`config.mk`:
```
export PLATFORM = sky130hd
export DESIGN_NAME = regfile_wb_ctrl
export DESIGN_NICKNAME = d
export VERILOG_FILES = /design/src/rtl/regfile_wb_ctrl.sv
export SDC_FILE = /design/constraint.sdc
export NUM_CORES = 1
export LEC_CHECK = 0
export ABC_CLOCK_PERIOD_IN_PS = 5500
export CORE_ASPECT_RATIO = 0.9
export CORE_MARGIN = 2
export CORE_UTILIZATION = 50
export DETAILED_ROUTE_END_ITERATION = 12
export GPL_TIMING_DRIVEN = 0
export PLACE_DENSITY_LB_ADDON = 0.3
export REMOVE_ABC_BUFFERS = 1
export SYNTH_ARGS = -nofsm -noshare
export SYNTH_HDL_FRONTEND = slang
export SYNTH_SLANG_ARGS = --single-unit
```
`constraint.sdc`:
```
create_clock -name clk -period 5.5 [get_ports clk]
set_clock_uncertainty 0.05 [all_clocks]
set_input_delay 0.825 -clock clk [delete_from_list [all_inputs] [get_ports clk]]
set_output_delay 0.825 -clock clk [all_outputs]
set_load 0.03 [all_outputs]
```
`src/rtl/regfile_wb_ctrl.sv`:
```
`default_nettype none
// ============================================================================
// Module      : regfile_wb_ctrl
// Description : Write-back controller owning the register file write port.
//               Arbitrates ALU results against buffered load returns, keeps a
//               per-register pending-load scoreboard and sequences halt.
// Revision    : 1.0 - initial release
// ============================================================================
module regfile_wb_ctrl #(
    parameter int DATA_W    = 32,
    parameter int REG_W     = 5,
    parameter int LDQ_DEPTH = 2
) (
    input  logic              clk,
    input  logic              rst_b,
    input  logic              alu_valid,
    input  logic [REG_W-1:0]  alu_rd,
    input  logic [DATA_W-1:0] alu_data,
    output logic              alu_ready,
    input  logic              ld_issue_valid,
    input  logic [REG_W-1:0]  ld_issue_rd,
    output logic              ld_issue_ready,
    input  logic              ld_ret_valid,
    input  logic [REG_W-1:0]  ld_ret_rd,
    input  logic [DATA_W-1:0] ld_ret_data,
    output logic              ld_ret_ready,
    input  logic [REG_W-1:0]  rs_num,
    input  logic [REG_W-1:0]  rt_num,
    output logic              rs_busy,
    output logic              rt_busy,
    input  logic              halt_req,
    output logic              rd_we,
    output logic [REG_W-1:0]  rd_num,
    output logic [DATA_W-1:0] rd_data,
    output logic              halted
);

    localparam int c_NREG  = 1 << REG_W;
    localparam int c_PTR_W = $clog2(LDQ_DEPTH);
    localparam int c_CNT_W = c_PTR_W + 1;

    localparam logic [c_CNT_W-1:0] c_FULL = c_CNT_W'(LDQ_DEPTH);
    localparam logic [c_NREG-1:0]  c_ONE  = c_NREG'(1);

    localparam logic [1:0] c_ST_RUN    = 2'd0;
    localparam logic [1:0] c_ST_DRAIN  = 2'd1;
    localparam logic [1:0] c_ST_HALTED = 2'd2;

    logic [1:0]         r_state;
    logic [1:0]         w_state_nxt;
    logic [c_NREG-1:0]  r_busy;
    logic [REG_W-1:0]   r_q_rd   [LDQ_DEPTH];
    logic [DATA_W-1:0]  r_q_data [LDQ_DEPTH];
    logic [c_PTR_W-1:0] r_wr_ptr;
    logic [c_PTR_W-1:0] r_rd_ptr;
    logic [c_CNT_W-1:0] r_count;
    logic               r_rr_ldq;
    logic               r_rd_we;
    logic [REG_W-1:0]   r_rd_num;
    logic [DATA_W-1:0]  r_rd_data;

    logic               w_live;
    logic               w_full;
    logic               w_empty;
    logic [REG_W-1:0]   w_head_rd;
    logic [DATA_W-1:0]  w_head_data;
    logic               w_ldq_elig;
    logic               w_alu_elig;
    logic               w_grant_ldq;
    logic               w_grant_alu;
    logic               w_push;
    logic               w_issue;
    logic               w_drain_done;
    logic [c_NREG-1:0]  w_set_vec;
    logic [c_NREG-1:0]  w_clr_vec;

    // Nothing is served once halted; only reset leaves that state.
    assign w_live      = (r_state != c_ST_HALTED);
    assign w_full      = (r_count == c_FULL);
    assign w_empty     = (r_count == '0);
    assign w_head_rd   = r_q_rd[r_rd_ptr];
    assign w_head_data = r_q_data[r_rd_ptr];

    // An ALU write behind a pending load to the same register waits (WAW).
    assign w_ldq_elig  = w_live && !w_empty;
    assign w_alu_elig  = w_live && alu_valid && !r_busy[alu_rd];

    // A full queue always wins; otherwise alternate when both contend.
    assign w_grant_ldq = w_ldq_elig && (w_full || !w_alu_elig || !r_rr_ldq);
    assign w_grant_alu = w_alu_elig && !w_grant_ldq;

    // Room is judged on current occupancy only, so a same-cycle pop never frees a slot.
    assign ld_ret_ready   = w_live && !w_full;
    assign w_push         = ld_ret_valid && ld_ret_ready;
    assign ld_issue_ready = (r_state == c_ST_RUN) && !r_busy[ld_issue_rd]
                            && !(w_grant_ldq && (w_head_rd == ld_issue_rd));
    assign w_issue        = ld_issue_valid && ld_issue_ready;

    assign alu_ready = w_grant_alu;
    assign rs_busy   = r_busy[rs_num];
    assign rt_busy   = r_busy[rt_num];
    assign rd_we     = r_rd_we;
    assign rd_num    = r_rd_num;
    assign rd_data   = r_rd_data;
    assign halted    = (r_state == c_ST_HALTED);

    // Clear beats set; register 0 can never be marked busy.
    assign w_set_vec = w_issue     ? (c_ONE << ld_issue_rd) : '0;
    assign w_clr_vec = w_grant_ldq ? (c_ONE << w_head_rd)   : '0;

    assign w_drain_done = w_empty && (r_busy == '0) && !alu_valid && !ld_ret_valid
                          && !w_grant_ldq && !w_grant_alu;

    // Pending-load scoreboard.
    always_ff @(posedge clk or negedge rst_b) begin
        if (!rst_b) begin
            r_busy <= '0;
        end else begin
            r_busy <= (r_busy | w_set_vec) & ~w_clr_vec & ~c_ONE;
        end
    end

    // Load-return queue storage; contents are don't-care while empty.
    always_ff @(posedge clk) begin
        if (w_push) begin
            r_q_rd[r_wr_ptr]   <= ld_ret_rd;
            r_q_data[r_wr_ptr] <= ld_ret_data;
        end
    end

    // Queue pointers and occupancy; pointers wrap naturally at the power-of-2 depth.
    always_ff @(posedge clk or negedge rst_b) begin
        if (!rst_b) begin
            r_wr_ptr <= '0;
            r_rd_ptr <= '0;
            r_count  <= '0;
        end else begin
            if (w_push) begin
                r_wr_ptr <= r_wr_ptr + 1'b1;
            end
            if (w_grant_ldq) begin
                r_rd_ptr <= r_rd_ptr + 1'b1;
            end
            if (w_push && !w_grant_ldq) begin
                r_count <= r_count + 1'b1;
            end else if (!w_push && w_grant_ldq) begin
                r_count <= r_count - 1'b1;
            end
        end
    end

    // Remember which requester was granted last for round-robin.
    always_ff @(posedge clk or negedge rst_b) begin
        if (!rst_b) begin
            r_rr_ldq <= 1'b1;
        end else if (w_grant_ldq) begin
            r_rr_ldq <= 1'b1;
        end else if (w_grant_alu) begin
            r_rr_ldq <= 1'b0;
        end
    end

    // Registered write port; writes to r0 are consumed without a strobe.
    always_ff @(posedge clk or negedge rst_b) begin
        if (!rst_b) begin
            r_rd_we   <= 1'b0;
            r_rd_num  <= '0;
            r_rd_data <= '0;
        end else begin
            r_rd_we <= 1'b0;
            if (w_grant_ldq) begin
                r_rd_we   <= (w_head_rd != '0);
                r_rd_num  <= w_head_rd;
                r_rd_data <= w_head_data;
            end else if (w_grant_alu) begin
                r_rd_we   <= (alu_rd != '0);
                r_rd_num  <= alu_rd;
                r_rd_data <= alu_data;
            end
        end
    end

    // Halt sequencer state register.
    always_ff @(posedge clk or negedge rst_b) begin
        if (!rst_b) begin
            r_state <= c_ST_RUN;
        end else begin
            r_state <= w_state_nxt;
        end
    end

    // Halt sequencer next state; halt_req is ignored once draining has begun.
    always_comb begin
        w_state_nxt = r_state;
        case (r_state)
            c_ST_RUN: begin
                if (halt_req) begin
                    w_state_nxt = c_ST_DRAIN;
                end
            end
            c_ST_DRAIN: begin
                if (w_drain_done) begin
                    w_state_nxt = c_ST_HALTED;
                end
            end
            c_ST_HALTED: begin
                w_state_nxt = c_ST_HALTED;
            end
            default: begin
                w_state_nxt = c_ST_RUN;
            end
        endcase
    end

endmodule
`default_nettype wire
```
==> impl_metrics.py <==
metrics = {
    "power": {
        "power.internal_mw": 3.253,
        "largest_vdd_supply_drop_uv": 405.1,
        "total_leakage_power_nw": 3.512,
        "net-switching-power_mw": 2.160,
        "power_density_mw_per_mm2": 580.1,
        "swShare_pct": 39.91,
        "clkPwrFrac_pct": 21.8,
        "seq_power_share_pct": 35.4,
        "p_comb_share_pct": 42.8,
    },
    "global_route": {
        "grt_start_max_net_pins": 61,
        "antenna_found_initial": 0,
        "track_usage_pct": 26.07,
        "vias_in_the_first_global_route": 5532,
        "grt_first_pass_wirelength_mm": 30.33,
        "global_route.overflow_total": 0,
    },
    "cts": {
        "cts-root-to-sink-buffers": 2,
        "clkSinkCount": 150,
        "clkTransAtPathRegs_ps": 60,
        "inserted_clock_buffers": 17,
        "cts_root_buffer": "sky130_fd_sc_hd__clkbuf_16",
        "post_cts.resized_instances": 0,
        "cts_tree": "yes",
        "htree_levels": 4,
        "insertion_delay_ps": 430,
        "cts_setup_buffers": 0,
        "cts_hold_buf": 0,
    },
    "synth": {
        "yosys_most_used_dff": "sky130_fd_sc_hd__dfrtp_1",
        "synthAdderAreaFrac_pct": 0.8624,
        "synth.yosys.warnings": 0,
        "async_flop_share_pct": 50.67,
        "synthCells": 563,
        "edff_count_synth": 74,
        "muxShareOfSynthArea_pct": 16.61,
        "synthesis.area_per_instance_um2": 12.89,
        "synth_top_family_by_area": "multiplexers",
        "synth-seq-cells": 150,
        "syn_area_mm2": 0.007254,
        "netlist.top_cell.by_area": "sky130_fd_sc_hd__edfxtp_1",
        "ys_types": 51,
        "synth_seq_area_share_pct": 56.86,
        "post_synth_main_area_contributors": "sky130_fd_sc_hd__edfxtp_1, sky130_fd_sc_hd__dfrtp_1, sky130_fd_sc_hd__mux4_2",
        "post_synth_and_or_nand_nor_area_fraction_pct": 7.727,
        "synth_top_cell_area_share_pct": 30.63,
        "synth-xor-area-share_pct": 1.207,
        "fraction_of_the_mapped_netlist_area_in_compound_gates_pct": 13.09,
    },
    "routing": {
        "route.detailed.wl_per_inst_um": 21.67,
        "met3RoutedLength_mm": 1.512,
        "dr.first_iter.drc_count": 512,
        "wl_met2_mm": 8.950,
        "drt.antenna.violating_nets": 0,
        "firstDrtPassIters": 5,
        "drc_markers": 0,
        "wirelength_mm": 19.31,
        "top_layer_used": "met4",
        "via_cell_ratio": 6.051,
        "vias": 5391,
        "wl_met1_mm": 8.435,
    },
    "timing": {
        "relative_slew_slack_pct": 30.11,
        "min_period_ps": 5387,
        "timing_max_transition_violations_final": 0,
        "setup_viol": 0,
        "timing.hold.ws_ps": 210.6,
        "layout_worst_path_cycle_share_pct": 97.95,
        "hold_viol_final": 0,
        "setup-tns-final_ps": 0,
        "tightest_slew_ps": 1045,
        "maximum_clock_frequency_mhz": 185.6,
        "grt_setup_unrepaired": "false",
    },
    "finish": {
        "antennaDiodeCount": 0,
        "filler_cell_count": 1046,
        "nNetsFinal": 785,
        "layout.cells.most_common_list": "sky130_fd_sc_hd__clkdlybuf4s50_1, sky130_fd_sc_hd__dfrtp_1, sky130_fd_sc_hd__edfxtp_1, sky130_fd_sc_hd__a21oi_1, sky130_fd_sc_hd__mux2i_1",
        "layout_overhead_on_the_synthesized_area_pct": 28.61,
        "mostFrequentLayoutCell": "sky130_fd_sc_hd__clkdlybuf4s50_1",
        "drive_gt1_share_pct": 13.04,
    },
    "setup_path": {
        "critical_path_class": "input port to output port",
        "cp_max_fo": 32,
        "critPathCaptureType": "output port",
        "critical_path.startpoint_type": "input port",
        "arrival_ps": 4510,
        "critical_path_required_ps": 4620,
    },
    "placed_design": {
        "routabilityCongestion": 0.9678,
        "io_buffers": 138,
        "dp_hpwl_mm": 13.18,
    },
    "floorplan": {
        "initial_core_util_pct": 51.42,
        "die_height_um": 118.3,
        "top_level_i_o_count": 139,
        "fp-row-count": 41,
        "floorplan.die.width_um": 131.0,
        "fp.coreArea_mm2": 0.01411,
        "floorplan.die_area_mm2": 0.01549,
    },
    "worst_hold_path": {
        "timing.hold.worst.class": "input port to async pin",
    },
    "run_status": {
        "run_status": "finished clean",
    },
    "job": {
        "cap_violations": 0,
    },
}
[sequential cells by signal, indices dropped and copies added (netlist names), 2 cells and up]
register / flops
r_state: 2
r_count: 2
rd_data: 32
r_busy: 31
r_q_rd: 10
r_q_data: 64
rd_num: 5
[metal layers]
metal | global-route usage, % | vias up
met5 | 0 | -
met4 | 9.508 | 0
met3 | 7.334 | 37
met2 | 38.28 | 235
met1 | 37.15 | 2683
li1 | - | 2436
[logic make-up (layout without fill, tap and decap cells)]
group	Yosys count	count (layout)
AO/OA/AOI/OAI	156	156
multiplexers	84	84
flip-flops	150	150
XOR/XNOR	10	10
AND/OR/NAND/NOR	110	110
adder cells (fa/ha/maj)	5	5
buffers and inverters	48	183
[worst paths after layout]
kind | from | end | slack [ps] | depth (start not counted)
max reg2reg | r_rd_ptr | r_busy[18] | 2590 | 7
min in group clk | r_rr_ldq | r_rr_ldq | 410 | 2
max | alu_rd[0] | ld_issue_ready | 110 | 7
max in group asynchronous | rst_b | r_rr_ldq | 4560 | 2
min reg2reg | r_rr_ldq | r_rr_ldq | 410 | 2
min | rst_b | r_busy[14] | 210 | 1
[cells in the mapped netlist (2+ instances only)]
cell type / number
sky130_fd_sc_hd__o21ai_0: 5
sky130_fd_sc_hd__nor4_1: 7
sky130_fd_sc_hd__a31oi_1: 22
sky130_fd_sc_hd__buf_2: 11
sky130_fd_sc_hd__inv_1: 9
sky130_fd_sc_hd__buf_1: 4
sky130_fd_sc_hd__nand3_1: 13
sky130_fd_sc_hd__nand2_1: 17
sky130_fd_sc_hd__buf_4: 2
sky130_fd_sc_hd__a22oi_1: 2
sky130_fd_sc_hd__a21oi_1: 70
sky130_fd_sc_hd__and3_1: 5
sky130_fd_sc_hd__mux4_2: 28
sky130_fd_sc_hd__and2_1: 4
sky130_fd_sc_hd__nand4_1: 3
sky130_fd_sc_hd__nor2_1: 34
sky130_fd_sc_hd__clkbuf_1: 13
sky130_fd_sc_hd__nand2b_1: 4
sky130_fd_sc_hd__dfrtp_1: 75
sky130_fd_sc_hd__ha_1: 5
sky130_fd_sc_hd__o2111a_1: 2
sky130_fd_sc_hd__nor2b_1: 7
sky130_fd_sc_hd__nor3_1: 7
sky130_fd_sc_hd__a41oi_1: 5
sky130_fd_sc_hd__a21oi_2: 4
sky130_fd_sc_hd__edfxtp_1: 74
sky130_fd_sc_hd__xor2_1: 2
sky130_fd_sc_hd__mux2_2: 8
sky130_fd_sc_hd__mux2i_1: 47
sky130_fd_sc_hd__buf_6: 8
sky130_fd_sc_hd__o22ai_1: 39
sky130_fd_sc_hd__xnor2_1: 8
[final cells by class]
type	instances	area (um^2)	share of cell area, %
Sequential cell	150	4126	44.23
Inverter	10	40.04	0.4291
Multi-Input combinational cell	365	2875	30.82
Clock buffer	17	425.4	4.559
Timing Repair Buffer	141	1446	15.50
Tap cell	193	241.5	2.588
Clock inverter	15	175.2	1.877
[power groups by stage]
stage	Combinational, mW	Clock, mW	Sequential (mW)
CTS	2.33	1.19	1.90
finish	2.32	1.18	1.91
global route	2.50	1.25	1.95
floorplan	1.18	0	2.12
detailed placement	2.32	0	1.92
global placement	2.20	0	1.94
[critical path: stages]
cell	delay, ps
sky130_fd_sc_hd__clkdlybuf4s50_1	900
sky130_fd_sc_hd__mux4_2	580
sky130_fd_sc_hd__o2111a_1	270
sky130_fd_sc_hd__o22ai_1	260
sky130_fd_sc_hd__o21bai_2	150
sky130_fd_sc_hd__a21oi_4	690
sky130_fd_sc_hd__clkdlybuf4s50_1	810
[metrics by stage]
step	utilization (%)	std cells	worst slack, ps	instance area [um^2]	power (mW)
final	66.14	891	112.9	9330	5.413
after global routing	66.14	891	7.450	9330	5.694
after CTS	66.13	891	32.71	9329	5.424
after detailed placement	61.87	859	54.47	8728	4.238
after global placement	61.34	856	163.0	8653	4.141
after floorplan	-	525	1836	7030	3.301
(Power assumes the default switching activity.)
